==> config.mk <==
export PLATFORM = sky130hd
export DESIGN_NAME = sng_fsm_mux_mc
export DESIGN_NICKNAME = d
export VERILOG_FILES = /design/src/rtl/sng_pkg.sv /design/src/rtl/sng_fsm_mux_sel.sv /design/src/rtl/sng_fsm_mux_mc.sv
export SDC_FILE = /design/constraint.sdc
export NUM_CORES = 1
export LEC_CHECK = 0
export ABC_AREA = 1
export CAP_MARGIN = 0
export CORE_MARGIN = 8
export CORE_UTILIZATION = 49
export DETAILED_ROUTE_END_ITERATION = 10
export PLACE_DENSITY = 0.75
export SYNTH_ARGS = -nofsm -noshare
export SYNTH_HDL_FRONTEND = slang
export SYNTH_SLANG_ARGS = --single-unit
==> constraint.sdc <==
create_clock -name i_clk_sng_fsm_mux_mc -period 3.24 [get_ports i_clk_sng_fsm_mux_mc]
set_input_delay 0.81 -clock i_clk_sng_fsm_mux_mc [delete_from_list [all_inputs] [get_ports i_clk_sng_fsm_mux_mc]]
set_output_delay 0.81 -clock i_clk_sng_fsm_mux_mc [all_outputs]
set_load 0.01 [all_outputs]
==> src/rtl/sng_pkg.sv <==
// sng_pkg: shared state type and bit-selection helpers for the FSM-MUX stochastic number generator
package sng_pkg;
  typedef enum logic {IDLE, RUN} state_e;
  function automatic int tz(input logic [31:0] n, input int w);
    logic [31:0] m;
    logic hit;
    int t;
    m = n;
    hit = 1'b0;
    t = 0;
    for (int i = 0; i < 32; i++) begin
      if (!hit && i <= w) begin
        if (m[0]) hit = 1'b1;
        else begin
          t++;
          m = m >> 1;
        end
      end
    end
    return t;
  endfunction
  function automatic logic [31:0] bip_map(input logic [31:0] x, input int w);
    return x ^ (32'd1 << (w - 1));
  endfunction
endpackage

==> src/rtl/sng_fsm_mux_sel.sv <==
// sng_fsm_mux_sel: picks one operand bit per cycle from the trailing-zero count of (counter+1)
module sng_fsm_mux_sel import sng_pkg::*; #(
  parameter int W = 4
) (
  input  logic [W-1:0] c_i,
  input  logic [W-1:0] x_i,
  input  logic         bipolar_i,
  input  logic [W-1:0] off_i,
  output logic         bit_o
);
  logic [W-1:0] ck, xe, sh;
  logic [W:0] n;
  int t;
  always_comb begin
    ck = c_i + off_i;
    n = {1'b0, ck} + (W+1)'(1);
    xe = bipolar_i ? W'(bip_map(32'(x_i), W)) : x_i;
    t = tz(32'(n), W);
    sh = xe >> (W - 1 - t);
    bit_o = (t < W) & sh[0];
  end
endmodule

==> src/rtl/sng_fsm_mux_mc.sv <==
// sng_fsm_mux_mc: multi-channel FSM-MUX stochastic number generator with shared period counter
module sng_fsm_mux_mc import sng_pkg::*; #(
  parameter int W = 4,
  parameter int CH = 4,
  parameter int PHASE_STEP = 5
) (
  input  logic          i_clk_sng_fsm_mux_mc,
  input  logic          i_rst_sng_fsm_mux_mc,
  input  logic [CH*W-1:0] i_x_bn,
  input  logic          i_start_sng_fsm_mux_mc,
  input  logic          i_stop_sng_fsm_mux_mc,
  input  logic          i_bipolar,
  input  logic          i_phase_en,
  output logic [CH-1:0] o_sn_bits,
  output logic          o_sn_valid,
  output logic          o_done,
  output logic          o_busy
);
  state_e state_q, state_d;
  logic [W-1:0] c_q, c_d;
  logic [CH*W-1:0] x_q, x_s;
  logic bip_q, ph_q, bip_s, ph_s, ld;
  logic [CH-1:0] sn_q, sn_d, sel;
  logic done_q, done_d;
  always_comb begin
    state_d = state_q;
    c_d = c_q;
    ld = 1'b0;
    if (state_q == IDLE) begin
      if (i_start_sng_fsm_mux_mc && !i_stop_sng_fsm_mux_mc) begin
        state_d = RUN;
        c_d = '0;
        ld = 1'b1;
      end
    end else if (i_stop_sng_fsm_mux_mc) state_d = IDLE;
    else if (c_q == '1) begin
      // a start on the last edge restarts without a bubble
      if (i_start_sng_fsm_mux_mc) begin
        c_d = '0;
        ld = 1'b1;
      end else state_d = IDLE;
    end else c_d = c_q + W'(1);
    x_s = ld ? i_x_bn : x_q;
    bip_s = ld ? i_bipolar : bip_q;
    ph_s = ld ? i_phase_en : ph_q;
    sn_d = (state_d == RUN) ? sel : '0;
    done_d = (state_d == RUN) && (c_d == '1);
  end
  for (genvar k = 0; k < CH; k++) begin : g_ch
    sng_fsm_mux_sel #(.W(W)) u_sel (
      .c_i(c_d),
      .x_i(x_s[k*W +: W]),
      .bipolar_i(bip_s),
      .off_i(ph_s ? W'(k * PHASE_STEP) : '0),
      .bit_o(sel[k])
    );
  end
  always_ff @(posedge i_clk_sng_fsm_mux_mc) begin
    if (i_rst_sng_fsm_mux_mc) begin
      state_q <= IDLE;
      c_q <= '0;
      x_q <= '0;
      bip_q <= 1'b0;
      ph_q <= 1'b0;
      sn_q <= '0;
      done_q <= 1'b0;
    end else begin
      state_q <= state_d;
      c_q <= c_d;
      if (ld) begin
        x_q <= i_x_bn;
        bip_q <= i_bipolar;
        ph_q <= i_phase_en;
      end
      sn_q <= sn_d;
      done_q <= done_d;
    end
  end
  assign o_sn_bits = sn_q;
  assign o_done = done_q;
  assign o_sn_valid = (state_q == RUN);
  assign o_busy = (state_q == RUN);
endmodule

==> results of run 1 <==
## power groups by stage
stage               Sequential (uW)  Combinational, uW  Clock (uW)
floorplan                       369                133           0
global placement                369                217           0
detailed placement              370                225           0
CTS                             362                228         291
global route                    363                263         295
finish                          362                237         281
## cell usage in the layout (no fill, tap or decap), drive strengths merged
cell	count
nand2	66
buf	45
nor2	44
inv	44
dfxtp	28
nand3	28
clkdlybuf4s50	25
ha	22
mux2i	14
o21ai	13
conb	12
a21oi	8
xor2	6
clkbuf	5
nand3b	4
nor3	4
nand4	2
clkinv	1
xnor2	1
or2	1
nor3b	1
bufinv	1
dlymetal6s2s	1
## metrics by stage
stage	setup WS, ps	power, uW	util (%)
floorplan	2.56	502	-
global placement	-508	586	67.5
detailed placement	-626	594	67.5
CTS	-1.44	881	69.4
global route	-0.429	922	71.0
finish	195	881	71.0
## worst max-delay path, stage by stage
cell	delay (ps)
clkbuf_2	130
nor2_2	160
nand2_2	80
nand3_4	80
nand2_4	80
nand2_8	70
nand2_4	60
nand2_4	70
inv_2	40
ha_1	180
inv_2	80
nand2_4	70
xnor2_4	170
a21oi_2	80
ha_2	170
nand3_2	70
ha_2	170
ha_1	220
nor3_2	170
nand3_1	90
inv_1	80
nand2_1	60
nor2_1	80
## cells in the mapped netlist (6+ instances only)
library cell | count | area share, %
nand2_4 | 10 | 5.0
nand2_2 | 15 | 4.2
a21oi_1 | 7 | 1.6
nand3_1 | 18 | 4.0
o21ai_0 | 8 | 1.8
dfxtp_1 | 28 | 25
nand2_1 | 40 | 6.6
mux2i_1 | 14 | 6.2
inv_2 | 9 | 1.5
nand3_2 | 6 | 2.7
ha_1 | 22 | 12
nor2_1 | 38 | 6.3
inv_1 | 33 | 5.5
## area by class of cell
type	instances	area share (%)
inverters	45	5.63
flip-flops and latches	28	18.1
clock inverters	1	0.965
repair buffers	73	20.0
clock buffers	3	1.33
well taps	52	2.09
multi-input cells	226	51.9
## final timing paths
kind	startpoint	endpoint	slack [ps]
worst max-delay path	i_start_sng_fsm_mux_mc	o_sn_bits[3]	190
worst min-delay path	x_q[5]	x_q[5]	500
worst max register to register	c_q[0]	o_sn_bits[3]	210
worst min register to register	x_q[5]	x_q[5]	500
## per-layer routing
metal  vias up  part of all wire [%]  track usage, %
met5         -                     0               0
met3         5                   2.7            2.44
met1       963                    45            15.5
li1       1081                     -               -
met2        29                    52            26.9
met4         0                  0.96            3.77
## timing repair
action | 4_1_cts | 5_1_grt
gates resized for setup | 7 | 18
pin swaps | 2 | 6
buffers inserted | 0 | 1
setup endpoints to repair | 3 | 3
## cell families after synthesis
family / synth area share [%]
xor gates and xnor gates: 3.71
adders and majority gates: 12.2
and+or+nand+nor: 38.4
other: 0.166
DFF: 24.8
muxes: 6.20
AOI/OAI and AO/OA: 5.48
buffers and inverters: 8.97
## sequential cells by signal, summed over array words and instances (netlist names)
| register | cells |
|---|---|
| x_q | 16 |
| o_sn_bits | 4 |
| ph_q | 1 |
| o_busy | 1 |
| bip_q | 1 |
| c_q | 4 |
| o_done | 1 |
==> reports/results.ini, run 1 <==
[critical_path]
endpoint_kind=register
crit_type=input port to register
startpoint_type=input port
worstPathArrival_ps=3270
critical_path_required_ps=3470
reg2regPathDepth=21
critPathMaxFanout=3

[clock_network]
h-tree-depth=1
hold_buffers=0
cts_buffers=3
cts.sinks=28
cts_tree=built
cts_max_path_buffers=2
worstSkewPairLatency_ps=280
path_clk_slew_ps=100
cts_root_buffer=clkbuf_8

[cells_and_area]
n_antenna_cell=0
fin_area_mm2=0.00311
instances_no_fill=428
area.growth.synth_to_final_pct=37.8
multiInputGateArea_mm2=0.00162
final_nets=421
seq_area_um2=562
drive_gt1_share_pct=33.5
nFillCells=353

[outcome]
status=finished clean

[synthesis]
syn-instance-count=293
synth_area_mm2=0.00226
synth-seq-area-share_pct=24.8
synth_edf_count=0
syn_area_per_cell_um2=7.71
synth_seq_cells=28
async_reset_ff_share_pct=0
synth_top_flop_cell=dfxtp_1
yosysWarningCount=0
yosysUniqueCellTypes=35

[global_routing]
overflow=0
track_usage_pct=14.2
grt_pass1_vias=2110
grt_pass1_wl_mm=8.67
grt_max_degree=23
antenna_found_initial=0

[detailed_routing]
ant_nets=0
routed_wl_mm=5.09
avgViaCountPerCell=4.86
drc=0
drtPass1Iterations=4
route.vias.total=2078
detail_route.wl_per_cell_um=11.9
drt_iter0_markers=72

[pwr]
combinationalPowerShare_pct=26.9
leakagePower_uw=0.00158
p_seq_share_pct=41.1
max-vdd-ir-drop_mv=0.278
pwr-share-clk_pct=32.0
internal-power_uw=640
switching_power_uw=241
power.density_mw_per_mm2=283
switching_share_pct=27.4

[sta]
fin_setup_tns_ps=0
final.setup_skew_ps=2.39
period_needed_ps=3050
relSlewSlack_pct=61.9
tightestPinTransition_ps=570
holdWs_ps=503
final_hold_viol_count=0
drv_slew=0
fin_crit_sh_pct=94.0
setup_violations=0
max_freq_mhz=328

[hold_path]
hold_class=register to register
min_path_cells=2

[floorplanning]
num_rows=24
initial_core_util_pct=51.5
die_w_um=83.9
die_height_um=83.9
design.core.area_mm2=0.00438
ios=29
dieArea_mm2=0.00704

[placement]
gp_congestion=0.913
placedCellCount=423
dp_hpwl_mm=4.08
place.port_buffers=28
place_area_mm2=0.00296

[flow_run]
max_cap_violations=0

No activity file was read; power rests on OpenSTA's default activity.
==> run 2: changes to the inputs <==
- CAP_MARGIN: 0 -> 20
- CORE_UTILIZATION: 49 -> 45
- PLACE_DENSITY: 0.75 -> 0.7
==> run 2 against run 1 <==
Total power increased by 0.40%; non-clock buffer count increased by 7; first-iteration DRC count increased by 58%; combinational power about the same; global-route usage decreased by 0.87 points; core utilization decreased by 4.5 points; sequential share of layout area decreased by 0.42 points; sequential cell count unchanged; design area increased by 2.2%; maximum frequency decreased by 1.2%; critical path depth decreased by 1; largest cell class unchanged.
==> reports/results.ini, run 2 (synthesized netlist as in run 1, its figures left out) <==
[critical_path]
critical_path_required_ps=3460  ; about the same
crit_type=register to register
crit_buf_inv=3  ; -1
endpoint_kind=register
crit_family=adder cells
slowest_delay_ps=420  ; +200 ps
critPathMaxFanout=4  ; +1
worstPathArrival_ps=3300  ; +30 ps
startpoint_type=register
cpMaxStageDelayCell=dfxtp_1
path_cells=ha_4 > nand3_2 > nand2_2 > inv_1 > nand3_1 > o21ai_4 > ha_4 > ha_1 > inv_2 > nand2_4 > xnor2_4 > a21oi_2 > ha_2 > nand3_2 > ha_2 > ha_1 > nand2_1 > nor3_2 > nand3_1 > inv_1 > nand2_1 > nor2_1

[pwr]
total_power_uw=884  ; +0.40%
max-vdd-ir-drop_mv=0.179  ; -36%
power.density_mw_per_mm2=278  ; -1.7%
leakagePower_uw=0.00161  ; +1.7%

[cells_and_area]
final_nets=428  ; +1.7%
post-route-util_pct=66.4  ; -4.5 points
instances_no_fill=450  ; +5.1%
mostFrequentLayoutCells=buf_4, nand2_1, nor2_1
area.growth.synth_to_final_pct=40.8
regMostFlops=x_q
nFillCells=405  ; +15%
final_common_cell=buf_4
n_antenna_cell=0  ; unchanged
drive_gt1_share_pct=34.7  ; +1.2 points
largest_reg_flops=16  ; unchanged

[flow_run]
max_cap_violations=0  ; unchanged

[floorplanning]
initial_core_util_pct=47.2  ; -4.3 points
die_height_um=86.8  ; +3.5%
design.core.area_mm2=0.00479  ; +9.2%
die_w_um=86.8  ; +3.5%
num_rows=25  ; +4.2%
dieArea_mm2=0.00754  ; +7.2%
ios=29  ; unchanged

[detailed_routing]
route.vias.total=2067  ; -0.53%
routed_wl_mm=4.93  ; -3.0%
drtPass1Iterations=4  ; unchanged
detail_route.wl_per_cell_um=11.0  ; -7.8%
drc=0  ; unchanged
ant_nets=0  ; unchanged
drt_iter0_markers=114  ; +58%
avgViaCountPerCell=4.59  ; -5.4%

[placement]
placedCellCount=442  ; +4.5%
place.port_buffers=28  ; unchanged
dp_hpwl_mm=3.80  ; -7.0%
gp_congestion=0.863  ; -5.5%
place_ws_ps=-615  ; +11.5 ps

[clock_network]
worstSkewPairLatency_ps=280  ; about the same
h-tree-depth=1  ; unchanged
cts_max_path_buffers=2  ; unchanged
path_clk_slew_ps=100  ; about the same
cts_tree=built
cts_root_buffer=clkbuf_8
cts_buffers=3  ; unchanged
cts.sinks=28  ; unchanged

[sta]
max_freq_mhz=325  ; -1.2%
setup_violations=0  ; unchanged
relSlewSlack_pct=59.0  ; -2.9 points
final_hold_viol_count=0  ; unchanged
drv_slew=0  ; unchanged
fin_crit_sh_pct=95.1  ; +1.1 points
period_needed_ps=3080  ; +35.5 ps
final.setup_skew_ps=4.25  ; +1.86 ps
tightestPinTransition_ps=613  ; +43.4 ps
worst_slack_ps=159  ; -35.5 ps

[global_routing]
overflow=0  ; unchanged
grt_max_degree=23  ; unchanged
grt_pass1_wl_mm=8.16  ; -5.9%
track_usage_pct=13.3  ; -0.87 points
antenna_found_initial=0  ; unchanged
grt_pass1_vias=1966  ; -6.8%

[hold_path]
hold_class=register to register

[outcome]
status=finished clean

-- run 2: path summary, 6_finish.rpt --
path | start | to | slack, ps | cells after the start
max | c_q[0] | o_sn_bits[3] | 160 | 22
min | x_q[1] | x_q[1] | 500 | 2
max reg2reg | c_q[0] | o_sn_bits[3] | 160 | 22
min reg2reg | x_q[1] | x_q[1] | 500 | 2
-- run 2: per-layer routing --
metal	wire length (um)	track usage, %	part of all wire, %
met1	2270	15.7	46
met2	2420	23.7	49
met3	192	2.46	3.9
met4	46	3.76	0.93
met5	0	0	0
-- run 2: repair_timing --
action                     4_1_cts  5_1_grt
setup buffers                    1        3
pin swaps                        2       14
resized for setup                9       17
setup endpoints to repair        3        3
hold buffers                     0        0
-- run 2: where the power goes --
part           leakage, uW  internal, uW  switching (uW)
logic              0.00135           121             119
clock network    0.0000357           166             117
registers         0.000228           357            4.83
total              0.00161           644             241
-- run 2: layout make-up --
type                    instances  area [um^2]  area share (%)
clock buffers                   3         41.3            1.30
repair buffers                 80          663            20.9
well taps                      67         83.8            2.64
multi-input cells             226         1630            51.1
inverters                      45          175            5.51
clock inverters                 1         30.0           0.945
flip-flops and latches         28          561            17.6
-- run 2: through the flow --
| step | setup TNS [ps] | hold WS (ps) | cell area [um^2] |
|---|---|---|---|
| 6_report | 0 | 498 | 3180 |
| 5_1_grt | -32.7 | 544 | 3180 |
| 4_1_cts | 0 | 506 | 3110 |
| 3_5_place_dp | -1720 | 480 | 3000 |
| 3_3_place_gp | -1460 | 472 | 3000 |
| 2_1_floorplan | 0 | 452 | 2300 |
-- run 2: worst register-to-register path: cells and delay by family (launching register included) --
family                     cells  cell delay (ps)
DFF                            1              420
AOI/OAI and AO/OA              2              180
buffers and inverters          3              270
adders and majority gates      6             1060
and+or+nand+nor               10              940
xor gates and xnor gates       1              170
